--- config.mk ---
export PLATFORM = sky130hd
export DESIGN_NAME = pht_ctrl_flat
export DESIGN_NICKNAME = d
export VERILOG_FILES = /design/src/rtl/pht_if.sv /design/src/rtl/pht_ctrl.sv /design/src/flat_wrapper.sv
export SDC_FILE = /design/constraint.sdc
export NUM_CORES = 1
export LEC_CHECK = 0
export ABC_AREA = 1
export BUFFER_PORTS_ARGS = -buffer_cell sky130_fd_sc_hd__buf_2
export CAP_MARGIN = 25
export CORE_ASPECT_RATIO = 1.25
export CORE_MARGIN = 5
export CORE_UTILIZATION = 57
export DETAILED_ROUTE_END_ITERATION = 6
export PLACE_DENSITY = 0.75
export SYNTH_ARGS = -nofsm -noshare
export SYNTH_HDL_FRONTEND = slang
export SYNTH_SLANG_ARGS = --single-unit
--- constraint.sdc ---
create_clock -name clk_i -period 6.1 [get_ports clk_i]
set_input_delay 0.915 -clock clk_i [delete_from_list [all_inputs] [get_ports clk_i]]
set_output_delay 0.915 -clock clk_i [all_outputs]
set_load 0.03 [all_outputs]
--- src/rtl/pht_if.sv ---
// Fetch lookup, decode update and table RAM signals of the pattern history controller.
// The controller connects through the slave modport; the surrounding pipeline and RAM use master.
interface pht_if #(
    parameter int INDEX_WIDTH = 6
);
    logic                   lookup_valid_i;
    logic [INDEX_WIDTH-1:0] lookup_index_i;
    logic                   pred_valid_o;
    logic                   pred_taken_o;
    logic                   upd_valid_i;
    logic [INDEX_WIDTH-1:0] upd_index_i;
    logic                   upd_taken_i;
    logic                   upd_ready_o;
    logic                   tbl_en_o;
    logic                   tbl_we_o;
    logic [INDEX_WIDTH-1:0] tbl_addr_o;
    logic [1:0]             tbl_wdata_o;
    logic [1:0]             tbl_rdata_i;

    modport master (
        output lookup_valid_i, lookup_index_i, upd_valid_i, upd_index_i, upd_taken_i, tbl_rdata_i,
        input  pred_valid_o, pred_taken_o, upd_ready_o, tbl_en_o, tbl_we_o, tbl_addr_o, tbl_wdata_o
    );

    modport slave (
        input  lookup_valid_i, lookup_index_i, upd_valid_i, upd_index_i, upd_taken_i, tbl_rdata_i,
        output pred_valid_o, pred_taken_o, upd_ready_o, tbl_en_o, tbl_we_o, tbl_addr_o, tbl_wdata_o
    );
endinterface

--- src/rtl/pht_ctrl.sv ---
// Single-port pattern history table controller: init sweep, lookup/update arbitration,
// saturating read-modify-write updates from a small FIFO.
//
// state    | meaning
// ---------+-----------------------------------------------------------
// S_INIT   | sweeping every entry to weakly-not-taken, no lookups
// S_IDLE   | serving lookups, or starting the head update read
// S_UPD_RD | head counter arriving on rdata, port free for a lookup
// S_UPD_WR | waiting for a free (or starved) cycle to write back
module pht_ctrl #(
    parameter int INDEX_WIDTH  = 6,
    parameter int QUEUE_DEPTH  = 4,
    parameter int STARVE_LIMIT = 8
) (
    input  logic  clk_i,
    input  logic  rst_i,
    input  logic  en_i,
    input  logic  flush_i,
    pht_if.slave  pht,
    output logic  init_done_o,
    output logic  busy_o
);
    localparam logic [1:0] S_INIT   = 2'd0;
    localparam logic [1:0] S_IDLE   = 2'd1;
    localparam logic [1:0] S_UPD_RD = 2'd2;
    localparam logic [1:0] S_UPD_WR = 2'd3;

    localparam int PTR_W = $clog2(QUEUE_DEPTH);
    localparam int CNT_W = PTR_W + 1;
    localparam int STV_W = $clog2(STARVE_LIMIT + 1);
    localparam logic [CNT_W-1:0] Q_FULL  = CNT_W'(QUEUE_DEPTH);
    localparam logic [STV_W-1:0] STV_MAX = STV_W'(STARVE_LIMIT);

    logic [1:0]             state, state_nx;
    logic [INDEX_WIDTH-1:0] sweep_ptr;
    logic [INDEX_WIDTH-1:0] q_idx [QUEUE_DEPTH];
    logic                   q_tkn [QUEUE_DEPTH];
    logic [PTR_W-1:0]       wr_ptr, rd_ptr;
    logic [CNT_W-1:0]       q_cnt;
    logic [STV_W-1:0]       starve_cnt;
    logic [1:0]             ctr_wb;
    logic                   pred_valid_q;
    logic                   init_done_q;

    logic                   act, q_empty, q_full, starved;
    logic                   push, pop, grant, blocked;
    logic                   tbl_en, tbl_we;
    logic [INDEX_WIDTH-1:0] tbl_addr;
    logic [1:0]             tbl_wdata;
    logic [1:0]             ctr_nx;

    // No table traffic while frozen, in reset, or on the flush cycle itself.
    assign act     = en_i & rst_i & ~flush_i;
    assign q_empty = (q_cnt == '0);
    assign q_full  = (q_cnt == Q_FULL);
    assign starved = (starve_cnt == STV_MAX);
    assign push    = act & pht.upd_valid_i & ~q_full;

    always_comb begin
        state_nx  = state;
        tbl_en    = 1'b0;
        tbl_we    = 1'b0;
        tbl_addr  = sweep_ptr;
        tbl_wdata = 2'b01;
        grant     = 1'b0;
        pop       = 1'b0;
        blocked   = 1'b0;
        case (state)
            S_INIT: begin
                tbl_en = 1'b1;
                tbl_we = 1'b1;
                if (sweep_ptr == '1)
                    state_nx = S_IDLE;
            end
            S_IDLE: begin
                if (pht.lookup_valid_i && !(starved && !q_empty)) begin
                    tbl_en   = 1'b1;
                    tbl_addr = pht.lookup_index_i;
                    grant    = 1'b1;
                    blocked  = ~q_empty;
                end else if (!q_empty) begin
                    tbl_en   = 1'b1;
                    tbl_addr = q_idx[rd_ptr];
                    state_nx = S_UPD_RD;
                end
            end
            S_UPD_RD: begin
                state_nx = S_UPD_WR;
                if (pht.lookup_valid_i) begin
                    tbl_en   = 1'b1;
                    tbl_addr = pht.lookup_index_i;
                    grant    = 1'b1;
                end
            end
            default: begin
                if (pht.lookup_valid_i && !starved) begin
                    tbl_en   = 1'b1;
                    tbl_addr = pht.lookup_index_i;
                    grant    = 1'b1;
                    blocked  = 1'b1;
                end else begin
                    tbl_en    = 1'b1;
                    tbl_we    = 1'b1;
                    tbl_addr  = q_idx[rd_ptr];
                    tbl_wdata = ctr_wb;
                    pop       = 1'b1;
                    state_nx  = S_IDLE;
                end
            end
        endcase
        if (!act) begin
            state_nx = state;
            tbl_en   = 1'b0;
            tbl_we   = 1'b0;
            grant    = 1'b0;
            pop      = 1'b0;
            blocked  = 1'b0;
        end
    end

    always_comb begin
        ctr_nx = pht.tbl_rdata_i;
        if (q_tkn[rd_ptr]) begin
            if (pht.tbl_rdata_i != 2'b11)
                ctr_nx = pht.tbl_rdata_i + 2'd1;
        end else if (pht.tbl_rdata_i != 2'b00) begin
            ctr_nx = pht.tbl_rdata_i - 2'd1;
        end
    end

    always_ff @(posedge clk_i) begin
        if (!rst_i || flush_i) begin
            state        <= S_INIT;
            sweep_ptr    <= '0;
            wr_ptr       <= '0;
            rd_ptr       <= '0;
            q_cnt        <= '0;
            starve_cnt   <= '0;
            ctr_wb       <= 2'b01;
            pred_valid_q <= 1'b0;
            init_done_q  <= 1'b0;
        end else begin
            pred_valid_q <= grant;
            if (en_i) begin
                state <= state_nx;
                if (state == S_INIT)
                    sweep_ptr <= sweep_ptr + INDEX_WIDTH'(1);
                if (state == S_INIT && state_nx == S_IDLE)
                    init_done_q <= 1'b1;
                if (state == S_UPD_RD)
                    ctr_wb <= ctr_nx;
                if (push)
                    wr_ptr <= wr_ptr + PTR_W'(1);
                if (pop) begin
                    rd_ptr     <= rd_ptr + PTR_W'(1);
                    starve_cnt <= '0;
                end else if (blocked && !starved) begin
                    starve_cnt <= starve_cnt + STV_W'(1);
                end
                case ({push, pop})
                    2'b10:   q_cnt <= q_cnt + CNT_W'(1);
                    2'b01:   q_cnt <= q_cnt - CNT_W'(1);
                    default: q_cnt <= q_cnt;
                endcase
            end
        end
    end

    always_ff @(posedge clk_i) begin
        if (push) begin
            q_idx[wr_ptr] <= pht.upd_index_i;
            q_tkn[wr_ptr] <= pht.upd_taken_i;
        end
    end

    assign pht.tbl_en_o     = tbl_en;
    assign pht.tbl_we_o     = tbl_we;
    assign pht.tbl_addr_o   = tbl_addr;
    assign pht.tbl_wdata_o  = tbl_wdata;
    assign pht.upd_ready_o  = ~q_full;
    assign pht.pred_valid_o = pred_valid_q;
    assign pht.pred_taken_o = pred_valid_q & pht.tbl_rdata_i[1];
    assign init_done_o      = init_done_q;
    assign busy_o           = (state == S_INIT) | ~q_empty;
endmodule

--- src/flat_wrapper.sv ---
// flat-port wrapper written by rule: the top's interface ports become plain ports
module pht_ctrl_flat 
#(
    parameter int INDEX_WIDTH  = 6,
    parameter int QUEUE_DEPTH  = 4,
    parameter int STARVE_LIMIT = 8
)
  (clk_i, rst_i, en_i, flush_i, init_done_o, busy_o, pht_lookup_valid_i, pht_lookup_index_i, pht_upd_valid_i, pht_upd_index_i, pht_upd_taken_i, pht_tbl_rdata_i, pht_pred_valid_o, pht_pred_taken_o, pht_upd_ready_o, pht_tbl_en_o, pht_tbl_we_o, pht_tbl_addr_o, pht_tbl_wdata_o);
  pht_if #(.INDEX_WIDTH(INDEX_WIDTH)) pht_i ();
  input  logic clk_i;
  input  logic rst_i;
  input  logic en_i;
  input  logic flush_i;
  output logic init_done_o;
  output logic busy_o;
  input wire logic [$bits(pht_i.lookup_valid_i)-1:0] pht_lookup_valid_i;
  input wire logic [$bits(pht_i.lookup_index_i)-1:0] pht_lookup_index_i;
  input wire logic [$bits(pht_i.upd_valid_i)-1:0] pht_upd_valid_i;
  input wire logic [$bits(pht_i.upd_index_i)-1:0] pht_upd_index_i;
  input wire logic [$bits(pht_i.upd_taken_i)-1:0] pht_upd_taken_i;
  input wire logic [$bits(pht_i.tbl_rdata_i)-1:0] pht_tbl_rdata_i;
  output wire logic [$bits(pht_i.pred_valid_o)-1:0] pht_pred_valid_o;
  output wire logic [$bits(pht_i.pred_taken_o)-1:0] pht_pred_taken_o;
  output wire logic [$bits(pht_i.upd_ready_o)-1:0] pht_upd_ready_o;
  output wire logic [$bits(pht_i.tbl_en_o)-1:0] pht_tbl_en_o;
  output wire logic [$bits(pht_i.tbl_we_o)-1:0] pht_tbl_we_o;
  output wire logic [$bits(pht_i.tbl_addr_o)-1:0] pht_tbl_addr_o;
  output wire logic [$bits(pht_i.tbl_wdata_o)-1:0] pht_tbl_wdata_o;
  assign pht_i.lookup_valid_i = pht_lookup_valid_i;
  assign pht_i.lookup_index_i = pht_lookup_index_i;
  assign pht_i.upd_valid_i = pht_upd_valid_i;
  assign pht_i.upd_index_i = pht_upd_index_i;
  assign pht_i.upd_taken_i = pht_upd_taken_i;
  assign pht_i.tbl_rdata_i = pht_tbl_rdata_i;
  assign pht_pred_valid_o = pht_i.pred_valid_o;
  assign pht_pred_taken_o = pht_i.pred_taken_o;
  assign pht_upd_ready_o = pht_i.upd_ready_o;
  assign pht_tbl_en_o = pht_i.tbl_en_o;
  assign pht_tbl_we_o = pht_i.tbl_we_o;
  assign pht_tbl_addr_o = pht_i.tbl_addr_o;
  assign pht_tbl_wdata_o = pht_i.tbl_wdata_o;
  pht_ctrl #(.INDEX_WIDTH(INDEX_WIDTH), .QUEUE_DEPTH(QUEUE_DEPTH), .STARVE_LIMIT(STARVE_LIMIT)) u_core (.clk_i(clk_i), .rst_i(rst_i), .en_i(en_i), .flush_i(flush_i), .pht(pht_i), .init_done_o(init_done_o), .busy_o(busy_o));
endmodule
==> summary.md <==
| Metric | Value |
|---|---|
| Final worst-path cycle share | `50.2%` |
| Vias in the first global route | `2275` |
| Yosys warns | `0` |
| CORE AREA | `0.00504 mm²` |
| Drt pass-1 iters | `5` |
| Slowest stage delay, CP | `0.54 ns` |
| Syn Area/Cell | `8.21 µm²` |
| Clock Skew | `0.0123 ns` |
| Outcome | `completed` |
| Total gr overflow | `0` |
| Sw frac | `24.6%` |
| CP endpoint kind | `primary output` |
| DP Cell Count | `446` |
| Cells after Synth | `356` |
| Vias per inst | `5.34` |
| Post-synth cell types | `38` |
| Clock sink count | `53` |
| Final hold viol count | `0` |
| Slowest CP cell | `ha_1` |
| CP cell instances | `ha_1 > clkinv_1 > a21oi_1 > buf_2` |
| Initial antenna violation count | `0` |
| Met2 WL | `2.86 mm` |
| CTS Hold Bufs | `0` |
| Wire length per cell | `13.2 µm` |
| RSZ-0062 raised after global routing | `false` |
| Worst min path class | `flip-flop to flip-flop` |
| Clk_lat worst skew | `0.31 ns` |
| Starting DRT DRC Count | `258` |
| Max Clock Freq | `0.326 GHz` |
| CTS clk-pin slew, worst paths | `0.11 ns` |
| Cts repair resizes | `0` |
| Ys async rst share | `0%` |
| EDFF count, synth | `28` |
| Final WL | `5.97 mm` |
| I/O Buffers | `35` |
| Gate power share | `6.8%` |
| # DRC | `0` |
| Rel. slew slack | `54.4%` |
| Area growth syn-to-layout | `10.2%` |
| Most frequent cell after synthesis | `nand2_1` |
| Fill cells | `458` |
| First-pass GRT wire length | `10.1 mm` |
| GR Util All Layers | `19.2%` |
| Sw Pwr | `156 µW` |
| Die Span X | `74.1 µm` |
| Synth cell count leaders | `nand2_1 (102), inv_1 (36), nand3_1 (32), edfxtp_1 (28), nor2_1 (27)` |
| Num CTS Buffers | `5` |
| Ys flop type | `edfxtp_1` |
| Pwr/cell area | `196 mW/mm²` |
| Minimum clock period | `3.06 ns` |
| CTS Root Cell | `clkbuf_8` |
| Seq/Total Area, Yosys | `45.9%` |
| CP top delay family | `buffers and inverters` |
| CP bufs+invs | `2` |
| Total Power | `632 µW` |
| Routability cong. | `0.893` |
| Type of the worst setup path | `flip-flop to primary output` |
| TritonCTS clock tree | `done` |
| FF+latch count, synth | `53` |
| DIE AREA | `0.00667 mm²` |
| Via count | `2426` |
| Final instance area | `0.00322 mm²` |
| Critical Path Fanout Max | `10` |
| Max Cap Violations | `0` |
| Clock share of power | `33.3%` |
| Peak supply drop | `133 µV` |
| Syn nets | `390` |
| Met3 routed WL | `386 µm` |
| Crit start category | `flip-flop` |
| Area fraction of the dominant cell type after synthesis | `28.8%` |
| Arrival @ worst endpoint | `2.15 ns` |
| Actual slew at the worst max-slew pin | `0.681 ns` |
| Post-Syn Area | `0.00292 mm²` |
| Post-CTS setup buffers | `0` |
| Layout Cells excl Fill | `454` |
| Site row count | `29` |
| Internal Power | `477 µW` |
| Post-DP HPWL | `4.45 mm` |
| Layout cells sized above 1 | `18.9%` |
| Die Span Y | `90.1 µm` |
| Largest net degree at the start of global routing | `20` |
| Final slew viol count | `0` |
| Clock Path Buffers | `2` |
| Fin util | `63.9%` |
| ANT nets after route | `0` |
| Top cell type by total area after synthesis | `edfxtp_1` |
| Sequential Power Share | `59.8%` |
| Top routing layer in use | `met4` |
| Static Leakage | `0.00135 µW` |
| Final setup viols | `0` |
| Placed cell area | `0.00312 mm²` |
| Ranking of synthesized cells by area | `edfxtp_1 (29%), dfxtp_1 (17%), nand2_1 (13%), nand3_1 (5.5%), ha_1 (5.1%)` |
| # IOs | `36` |
| Antenna diode count | `0` |
| # H-tree levels | `2` |
| Metal-1 WL | `2.57 mm` |
| Setup TNS | `0 ns` |
| Layout net count | `425` |
| Critical Path RT | `5.18 ns` |
| Initial Util | `58.0%` |
power groups by stage:
| stage | clock [µW] | combinational (µW) | sequential (µW) |
|---|---|---|---|
| after floorplan | 0 | 26.2 | 386 |
| after global placement | 0 | 42.2 | 386 |
| after detailed placement | 0 | 42.7 | 386 |
| after CTS | 213 | 43.0 | 378 |
| after global routing | 236 | 47.8 | 379 |
| final | 211 | 43.3 | 378 |
worst reg2reg max path, delay by kind of cell (launching register included):
family          cells  cell delay [ns]
compound gates      4             0.47
simple gates        2             0.32
buf+inv             1             0.08
flops               1             0.44
fa+ha+maj           3             1.15
layer usage:
metal | global-route usage (%) | vias to the layer above
met1 | 23.9 | 1084
met4 | 8.61 | 0
met3 | 3.79 | 13
met2 | 31.3 | 94
li1 | - | 1235
met5 | 0 | -
sequential cells by signal, indices dropped and copies added, names as in the netlist, named ones only:
name	count
u_core.q_cnt	3
u_core.q_tkn	4
u_core.init_done_o	1
u_core.wr_ptr	2
u_core.ctr_wb	2
u_core.rd_ptr	2
u_core.sweep_ptr	6
u_core.pht.pred_valid_o	1
u_core.state	2
u_core.starve_cnt	4
u_core.q_idx	24
cell type report:
cell class                 instances  area, µm²  area share [%]
inverter                          44        168            5.21
clock buffer                       5       68.8            2.14
timing repair buffer              35        175            5.44
clock inverter                     3       28.8           0.894
multi-input combinational        252       1360            42.3
tap                               62       77.6            2.41
sequential                        53       1340            41.6
kinds of logic (layout without fill, tap and decap cells):
family	count (synthesis)	in the layout	synth area share [%]
AND/OR/NAND/NOR	187	187	30.0
buffers and inverters	51	87	7.53
AO/OA/AOI/OAI	51	51	10.4
XOR/XNOR	1	1	0.300
adder cells (fa/ha/maj)	13	13	5.82
flip-flops	53	53	45.9
placed cells by master (no fill, tap or decap), types with 2 or more instances in the layout:
master | synthesis | final
a21oi_1 | 18 | 18
o21ai_1 | 4 | 4
nor3_1 | 4 | 4
o21a_1 | 2 | 2
or2_2 | 2 | 2
nand3_1 | 32 | 32
clkbuf_8 | 0 | 5
nand2_1 | 102 | 102
a21oi_2 | 2 | 2
dfxtp_1 | 25 | 25
nand3_4 | 2 | 2
nand2_2 | 6 | 6
nor2_2 | 2 | 2
ha_1 | 12 | 12
inv_2 | 6 | 6
nor2_1 | 27 | 27
a31oi_1 | 7 | 7
nand2_4 | 3 | 3
o21ai_2 | 2 | 2
o21ai_0 | 13 | 13
inv_1 | 36 | 36
buf_2 | 3 | 35
edfxtp_1 | 28 | 28
through the flow:
step	worst slack, ns	hold WS (ns)
6_report	3.04	0.475
3_5_place_dp	3.14	0.462
5_1_grt	2.85	0.511
2_1_floorplan	3.35	0.442
4_1_cts	3.08	0.477
3_3_place_gp	3.15	0.451
worst paths after layout:
kind / start / endpoint / slack, ns / depth (start not counted)
max reg2reg: u_core.state[0] / u_core.q_cnt[2] / 3.56 / 10
min: u_core.ctr_wb[1] / u_core.ctr_wb[1] / 0.47 / 2
min reg2reg: u_core.ctr_wb[1] / u_core.ctr_wb[1] / 0.47 / 2
max: u_core.state[0] / pht_tbl_we_o / 3.04 / 4
Note: power is estimated with default switching activity, not from simulation.
